$ cat src/rtl/spi_mem_slave_if.sv
// SPI link between a serial host (master) and spi_mem_slave (slave).
interface spi_mem_slave_if;
  logic SS_n;
  logic MOSI;
  logic MISO;

  modport slave  (input SS_n, input MOSI, output MISO);
  modport master (output SS_n, output MOSI, input MISO);
endinterface

$ cat src/rtl/spi_mem_slave.sv
// SPI-slave memory: 2-bit commands load write/read addresses or move one data word, MSB first.
// Define SPI_MEM_BURST_EN to auto-increment addresses and stream data words until SS_n rises.
module spi_mem_slave #(
  parameter int DATA_WIDTH = 8,
  parameter int ADDR_WIDTH = 8,
  parameter int MEM_DEPTH  = 256
) (
  input  logic           clk,
  input  logic           rst,
  spi_mem_slave_if.slave spi
);
  localparam int RXW = (DATA_WIDTH > ADDR_WIDTH) ? DATA_WIDTH : ADDR_WIDTH;
  localparam int CW  = $clog2(RXW);
  localparam logic [ADDR_WIDTH:0] LP_DEPTH = (ADDR_WIDTH+1)'(MEM_DEPTH);

  localparam logic [2:0] S_IDLE    = 3'd0;
  localparam logic [2:0] S_START   = 3'd1;
  localparam logic [2:0] S_CMD     = 3'd2;
  localparam logic [2:0] S_WR_ADDR = 3'd3;
  localparam logic [2:0] S_WR_DATA = 3'd4;
  localparam logic [2:0] S_RD_ADDR = 3'd5;
  localparam logic [2:0] S_RD_DATA = 3'd6;
  localparam logic [2:0] S_HOLD    = 3'd7;

  logic [2:0]            r_state;
  logic                  r_armed;
  logic                  r_cmd_hi;
  logic [CW-1:0]         r_cnt;
  logic [RXW-2:0]        r_rx;
  logic [DATA_WIDTH-1:0] r_tx;
  logic [ADDR_WIDTH-1:0] r_wr_addr;
  logic [ADDR_WIDTH-1:0] r_rd_addr;
  logic [DATA_WIDTH-1:0] r_mem [0:MEM_DEPTH-1];

  logic [RXW-1:0]        w_rx_next;
  logic [ADDR_WIDTH-1:0] w_rd_idx;
  logic [DATA_WIDTH-1:0] w_rd_word;
  logic                  w_last_addr;
  logic                  w_last_data;
  logic                  w_mem_we;

  function automatic logic f_in_range(input logic [ADDR_WIDTH-1:0] a);
    return {1'b0, a} < LP_DEPTH;
  endfunction

`ifdef SPI_MEM_BURST_EN
  localparam logic [ADDR_WIDTH:0] LP_LAST = (ADDR_WIDTH+1)'(MEM_DEPTH - 1);

  function automatic logic [ADDR_WIDTH-1:0] f_next_addr(input logic [ADDR_WIDTH-1:0] a);
    return ({1'b0, a} >= LP_LAST) ? '0 : a + ADDR_WIDTH'(1);
  endfunction

  // The CMD edge loads the current word; mid-burst the following word is prefetched.
  assign w_rd_idx = (r_state == S_CMD) ? r_rd_addr : f_next_addr(r_rd_addr);
`else
  assign w_rd_idx = r_rd_addr;
`endif

  assign w_rx_next   = {r_rx, spi.MOSI};
  assign w_last_addr = (r_cnt == CW'(ADDR_WIDTH - 1));
  assign w_last_data = (r_cnt == CW'(DATA_WIDTH - 1));
  assign w_rd_word   = f_in_range(w_rd_idx) ? r_mem[w_rd_idx] : '0;
  assign w_mem_we    = (r_state == S_WR_DATA) && !spi.SS_n && w_last_data
                       && f_in_range(r_wr_addr);
  assign spi.MISO    = (r_state == S_RD_DATA) && r_tx[DATA_WIDTH-1];

  always_ff @(posedge clk) begin
    if (w_mem_we) r_mem[r_wr_addr] <= w_rx_next[DATA_WIDTH-1:0];
  end

  always_ff @(posedge clk or posedge rst) begin
    if (rst) begin
      r_state   <= S_IDLE;
      r_armed   <= 1'b0;
      r_cmd_hi  <= 1'b0;
      r_cnt     <= '0;
      r_rx      <= '0;
      r_tx      <= '0;
      r_wr_addr <= '0;
      r_rd_addr <= '0;
    end else if (spi.SS_n) begin
      // A frame may only begin after SS_n has been seen high since reset.
      r_state <= S_IDLE;
      r_armed <= 1'b1;
      r_cnt   <= '0;
    end else begin
      case (r_state)
        S_IDLE:  if (r_armed) r_state <= S_START;
        S_START: begin
          r_cmd_hi <= spi.MOSI;
          r_state  <= S_CMD;
        end
        S_CMD: begin
          r_cnt <= '0;
          case ({r_cmd_hi, spi.MOSI})
            2'b00:   r_state <= S_WR_ADDR;
            2'b01:   r_state <= S_WR_DATA;
            2'b10:   r_state <= S_RD_ADDR;
            default: begin
              r_tx    <= w_rd_word;
              r_state <= S_RD_DATA;
            end
          endcase
        end
        S_WR_ADDR, S_RD_ADDR: begin
          r_rx <= w_rx_next[RXW-2:0];
          if (w_last_addr) begin
            if (r_state == S_WR_ADDR) r_wr_addr <= w_rx_next[ADDR_WIDTH-1:0];
            else                      r_rd_addr <= w_rx_next[ADDR_WIDTH-1:0];
            r_state <= S_HOLD;
          end else begin
            r_cnt <= r_cnt + CW'(1);
          end
        end
        S_WR_DATA: begin
          r_rx <= w_rx_next[RXW-2:0];
          if (w_last_data) begin
`ifdef SPI_MEM_BURST_EN
            r_wr_addr <= f_next_addr(r_wr_addr);
            r_cnt     <= '0;
`else
            r_state   <= S_HOLD;
`endif
          end else begin
            r_cnt <= r_cnt + CW'(1);
          end
        end
        S_RD_DATA: begin
          if (w_last_data) begin
`ifdef SPI_MEM_BURST_EN
            r_rd_addr <= w_rd_idx;
            r_tx      <= w_rd_word;
            r_cnt     <= '0;
`else
            r_state   <= S_HOLD;
`endif
          end else begin
            r_tx  <= {r_tx[DATA_WIDTH-2:0], 1'b0};
            r_cnt <= r_cnt + CW'(1);
          end
        end
        default: r_state <= S_HOLD;
      endcase
    end
  end
endmodule

$ cat src/flat_wrapper.sv
// flat-port wrapper written by rule: the top's interface ports become plain ports
module spi_mem_slave_flat 
#(
  parameter int DATA_WIDTH = 8,
  parameter int ADDR_WIDTH = 8,
  parameter int MEM_DEPTH  = 256
)
  (clk, rst, spi_SS_n, spi_MOSI, spi_MISO);
  spi_mem_slave_if spi_i ();
  input  logic clk;
  input  logic rst;
  input wire logic [$bits(spi_i.SS_n)-1:0] spi_SS_n;
  input wire logic [$bits(spi_i.MOSI)-1:0] spi_MOSI;
  output wire logic [$bits(spi_i.MISO)-1:0] spi_MISO;
  assign spi_i.SS_n = spi_SS_n;
  assign spi_i.MOSI = spi_MOSI;
  assign spi_MISO = spi_i.MISO;
  spi_mem_slave #(.DATA_WIDTH(DATA_WIDTH), .ADDR_WIDTH(ADDR_WIDTH), .MEM_DEPTH(MEM_DEPTH)) u_core (.clk(clk), .rst(rst), .spi(spi_i));
endmodule
$ cat config.mk
export PLATFORM = sky130hd
export DESIGN_NAME = spi_mem_slave_flat
export DESIGN_NICKNAME = d
export VERILOG_FILES = /design/src/rtl/spi_mem_slave_if.sv /design/src/rtl/spi_mem_slave.sv /design/src/flat_wrapper.sv
export SDC_FILE = /design/constraint.sdc
export NUM_CORES = 2
export LEC_CHECK = 0
export CORE_MARGIN = 4
export CORE_UTILIZATION = 50
export DETAILED_ROUTE_END_ITERATION = 6
export PLACE_DENSITY_LB_ADDON = 0.3
export SYNTH_ARGS = -nofsm -noshare
export SYNTH_HDL_FRONTEND = slang
export SYNTH_SLANG_ARGS = --single-unit
$ cat constraint.sdc
create_clock -name clk -period 4.56 [get_ports clk]
set_input_delay 0.912 -clock clk [delete_from_list [all_inputs] [get_ports clk]]
set_output_delay 0.912 -clock clk [all_outputs]
set_load 0.02 [all_outputs]
* Word-level counts from Yosys, hierarchy flattened *
Memory sizes are Yosys's and may differ from the RTL's.
Index checks and enable logic that the tools add are counted.

cells by class
  $add $sub $neg = 1
  multiply operators = 0
  divide/modulo/power cells = 0
  $lt $le $gt $ge = 0
  eq/ne operators = 14
  shifts and indexed selects = 0
  mux-type cells = 13
  bitwise logic cells = 2
  reduce and logical (&&, ||, !) cells = 19

operators by type and width
  operator                                               number
  2-to-1 mux 8 bit                                       2
  one-hot mux 8 bit (2 select lines)                     1
  2-to-1 mux 3 bit                                       5
  == test 3 bit, second input constant                   4
  one-hot mux 3 bit (4 select lines)                     1
  AND reduction 4 bit                                    3
  one-hot mux 3 bit (3 select lines)                     1
  AND reduction 2 bit                                    4
  == test 3 x 2 -> 1 bit, second input constant          2
  one-hot mux 3 bit (2 select lines)                     1
  OR reduction 3 bit                                     2
  inequality test 2 bit, second input constant           2
  OR reduction 4 bit                                     1
  adder 3 x 1 -> 3 bit, second input constant            1
  == test 3 x 1 -> 1 bit, second input constant          1
  logical AND 1 bit                                      3
  zero test 3 bit                                        1
  inequality test 3 x 1 -> 1 bit, second input constant  1
  inequality test 3 x 2 -> 1 bit, second input constant  1
  inequality test 3 bit, second input constant           1
  nonzero test 3 bit                                     1
  == test 2 x 1 -> 1 bit, second input constant          1
  == test 2 bit, second input constant                   1
  zero test 2 bit                                        1
  5 further kinds                                        7

word-level totals
  register bits = 39
  latch bits = 0
  RAM bits = 2048
  memory bits (read-only) = 0
  input bits = 4
  output and inout bits = 1
  memories kept = 1

memories
  memory        words  width  read ports  clocked after Yosys merged registers in  write ports  line                 text
  u_core.r_mem  256    8      1           0                                        1            spi_mem_slave.sv:33  logic [DATA_WIDTH-1:0] r_mem [0:MEM_DEPTH-1];

* Longest topological paths before layout *
  word-level depth = 5
  depth in mapped cells = 13
  mapped depth without buffers = 9

* Least setup slack after synthesis *
No wires, ideal clock.

  kind = flip-flop to flip-flop
  start = register u_core.r_rx[0]
  end = memory u_core.r_mem[0][1], data pin
  library setup time = 810 ps
  data arrival time = 3214 ps
  required time = 3750 ps
  slack = 537 ps
  cell stages (with the launch flop) = 1
  path buffers = 0
  period minus slack after synthesis = 4023 ps
  cells stage by stage = dfrtp_1

RTL lines
  item                    line                  text
  start, declared         spi_mem_slave.sv:29   logic [RXW-2:0] r_rx;
  start signal, assigned  spi_mem_slave.sv:106  r_rx <= w_rx_next[RXW-2:0];
  start signal, assigned  spi_mem_slave.sv:116  r_rx <= w_rx_next[RXW-2:0];
  end, declared           spi_mem_slave.sv:33

No word-level cell before the write port.

* Worst setup path in the final report *
  start = register u_core.r_state[1]
  end = output spi_MISO

on the way
  word-level cells in the longest chain between the ends = 2

RTL lines
  item                    line                 text
  start, declared         spi_mem_slave.sv:25  logic [2:0] r_state;
  start signal, assigned  spi_mem_slave.sv:73  r_state <= S_IDLE;
  start signal, assigned  spi_mem_slave.sv:83  r_state <= S_IDLE;
  start signal, assigned  spi_mem_slave.sv:88  S_IDLE: if (r_armed) r_state <= S_START;
  == test 3 bit           spi_mem_slave.sv:65  assign spi.MISO = (r_state == S_RD_DATA) && r_tx[DATA_WIDTH-1];
  logical AND 1 bit       spi_mem_slave.sv:65
  end, declared           flat_wrapper.sv:14   output wire logic [$bits(spi_i.MISO)-1:0] spi_MISO;

No other way between the ends.

==> impl_metrics.json <==
{
  "status": "finished, final reports clean",
  "dp.final_hpwl_um": 125000,
  "worstSetupEndpointType": "primary output",
  "hp-class": "input pin to flip-flop",
  "cts_buffers": 201,
  "synth.net_count": 3890,
  "rows": 147,
  "grt_max_degree": 199,
  "synth_edf_count": 2048,
  "p_switching_mw": 9.57,
  "num_io_pins": 5,
  "clock_skew_ns": 0.0513,
  "async_flop_share_pct": 1.87,
  "ir_drop_mv": 0.620,
  "placed_area_um2": 85300,
  "fillerInstances": 11700,
  "max-cap-violations": 0,
  "ys_types": 66,
  "area_growth_pct": 12.9,
  "cp_slowest_cell": "clkdlybuf4s50_1",
  "clk_root_buffer_cell": "clkbuf_16",
  "grt_pass1_wl_um": 299000,
  "layout_min_cycle_time_ns": 4.12,
  "critical_path_class": "flip-flop to primary output",
  "cts.clk_slew.worst_paths_ns": 0.07,
  "ys.warnings.count": 0,
  "power.total_mw": 41.9,
  "ys_ff_latch": 2087,
  "ys.flop_type": "edfxtp_1",
  "crit_family": "simple AND/OR/NAND/NOR gates",
  "cts_tree": "done",
  "swShare_pct": 22.8,
  "die_area_um2": 169000,
  "antenna_found_initial": 3,
  "core-area_um2": 161000,
  "nets": 4163,
  "placedCellCount": 6110,
  "worst_pin_slew_ns": 1.20,
  "final_util_pct": 57.0,
  "synth-seq-area-share_pct": 76.8,
  "drcViolationCount": 0,
  "crit_fanout": 13,
  "finalCritPeriodShare_pct": 90.3,
  "max_slew_margin_pct": 20.1,
  "seqPwrFrac_pct": 56.3,
  "syn_inst": 3880,
  "cts_hold_buf": 0,
  "finalHoldViolCount": 0,
  "gr-usage-all-layers_pct": 24.5,
  "avgSynthCellArea_um2": 21.0,
  "start_util_pct": 50.5,
  "synth_area_um2": 81300,
  "path_cells": "and2_1, nor2b_1, and2_1, clkdlybuf4s50_1",
  "required_ns": 3.65,
  "p_int_mw": 32.3,
  "slew_viol_final": 0,
  "path_buf_inv": 1,
  "drtAntennaViolNets": 0,
  "cts.sinks": 2087,
  "wire_per_inst_um": 31.6,
  "final_area_um2": 91800,
  "fmax_mhz": 243,
  "portBuffers": 4,
  "yosysMostFrequentCell": "edfxtp_1",
  "die_h_um": 411,
  "cp-start-kind": "flip-flop",
  "vias": 41100,
  "cts-resized-gates": 0,
  "drt_iter0_markers": 6133,
  "die_x_um": 411,
  "power_leakage_nw": 28.0,
  "final.setup.tns_ns": 0,
  "drive_gt1_share_pct": 25.8,
  "dr.pass1.iters": 5,
  "grt-ovfl-total": 0,
  "finalSetupViolCount": 0,
  "gp_congestion": 0.870,
  "grt_pass1_vias": 41000,
  "wirelength_um": 205000,
  "clock_tree.buffer_depth": 3,
  "insertion_delay_ns": 0.86,
  "power_density_nw_per_um2": 456,
  "slowest_delay_ns": 0.68,
  "stdcell_count": 6487,
  "postCtsSetupBuffers": 0,
  "cp_common_cell": "and2_1",
  "synth.top_cell.area_share_pct": 75.6,
  "drt-vias-per-instance": 6.33,
  "crit_arrival_ns": 3.21,
  "synth_common_cells": "edfxtp_1 (2048), mux4_2 (494), nor2_1 (301)",
  "pwr-share-clk_pct": 38.8,
  "rsz0062_at_grt": "no",
  "synth.area.top_cells": "edfxtp_1 (76%), mux4_2 (14%), mux2i_1 (1.6%)",
  "yosysTopAreaCell": "edfxtp_1",
  "comb_power_share_pct": 4.9,
  "htreeDepth": 4
}
layout by cell type (no fill, tap or decap), types with 9 or more instances in the layout:
cell type,synthesis,layout
edfxtp_1,2048,2048
mux4_2,494,494
nor2_1,301,301
buf_4,28,249
clkbuf_16,0,202
nand2_1,170,170
mux2i_1,130,130
clkinv_1,0,50
a22oi_1,46,46
clkbuf_1,87,44
o22ai_1,43,43
nand3_1,43,39
clkinv_2,0,39
o21ai_0,37,37
a21oi_1,32,32
buf_12,2,32
mux2_2,27,27
dfrtp_1,39,27
nor3_1,26,25
o221ai_1,21,21
nor2b_1,19,19
and3_1,16,16
bufinv_16,0,15
a31oi_1,13,13
a211oi_1,12,12
nand4_1,10,10
dfrtp_4,0,10
and2_1,9,9
a221oi_1,9,9
metal layers:
layer	part of all wire [%]	GRT usage, %	wire, um
met5	0.0059	0	12
met4	3.5	8.33	7150
met2	47	37.0	95800
met3	9.9	5.22	20400
met1	40	35.8	81500
cell type report:
cell class | instances | area [um^2] | share of cell area (%)
inverter | 10 | 40.0 | 0.0436
clock buffer | 246 | 5220 | 5.69
clock inverter | 128 | 1210 | 1.32
antenna | 3 | 7.51 | 0.00818
sequential | 2087 | 62500 | 68.1
multi-input combinational | 1568 | 17500 | 19.1
timing repair buffer | 285 | 2550 | 2.78
tap | 2160 | 2700 | 2.94
power groups by stage:
| stage | Clock (mW) | Combinational, mW | Sequential [mW] |
|---|---|---|---|
| floorplan | 0 | 0.170 | 24.8 |
| global route | 17.3 | 2.22 | 23.6 |
| finish | 16.3 | 2.05 | 23.6 |
| detailed placement | 0 | 2.10 | 24.0 |
| global placement | 0 | 2.02 | 24.0 |
| CTS | 16.4 | 2.08 | 23.6 |
kinds of logic after synthesis:
group	Yosys count	synth area share (%)
flops	2087	76.8
mux	651	15.7
simple gates	638	3.40
compound gates	273	2.37
buf+inv	225	1.66
fa+ha+maj	6	0.0923
per-stage QoR:
step / hold WS, ns / setup WS (ns)
finish: 0.479 / 0.443
global route: 0.459 / 0.315
CTS: 0.436 / 0.463
detailed placement: 0.456 / 0.322
global placement: 0.446 / 0.415
floorplan: 0.424 / 0.537
state kept, by name (all words and copies together) (netlist names):
signal,count
u_core.r_wr_addr,8
u_core.r_cmd_hi,1
u_core.r_rd_addr,8
u_core.r_rx,7
u_core.r_state,3
u_core.r_armed,1
u_core.r_tx,8
u_core.r_cnt,3
u_core.r_mem,2048
worst paths after layout:
check | from | endpoint | slack, ns | cells past startpoint
max | u_core.r_state[1]$_DFFE_PP0P_ | spi_MISO | 0.44 | 4
min | spi_MOSI | u_core.r_mem[76][0]$_DFFE_PP_ | 0.48 | 1
max reg2reg | u_core.r_rd_addr[0]$_DFFE_PP0P_ | u_core.r_tx[3]$_DFFE_PP0P_ | 0.55 | 8
min reg2reg | u_core.r_armed$_DFFE_PP0P_ | u_core.r_armed$_DFFE_PP0P_ | 0.48 | 1
max in group asynchronous | rst | u_core.r_rd_addr[2]$_DFFE_PP0P_ | 3.59 | 3
min in group asynchronous | rst | u_core.r_rx[1]$_DFFE_PP0P_ | 0.50 | 3
No activity file was read; power rests on OpenSTA's default activity.
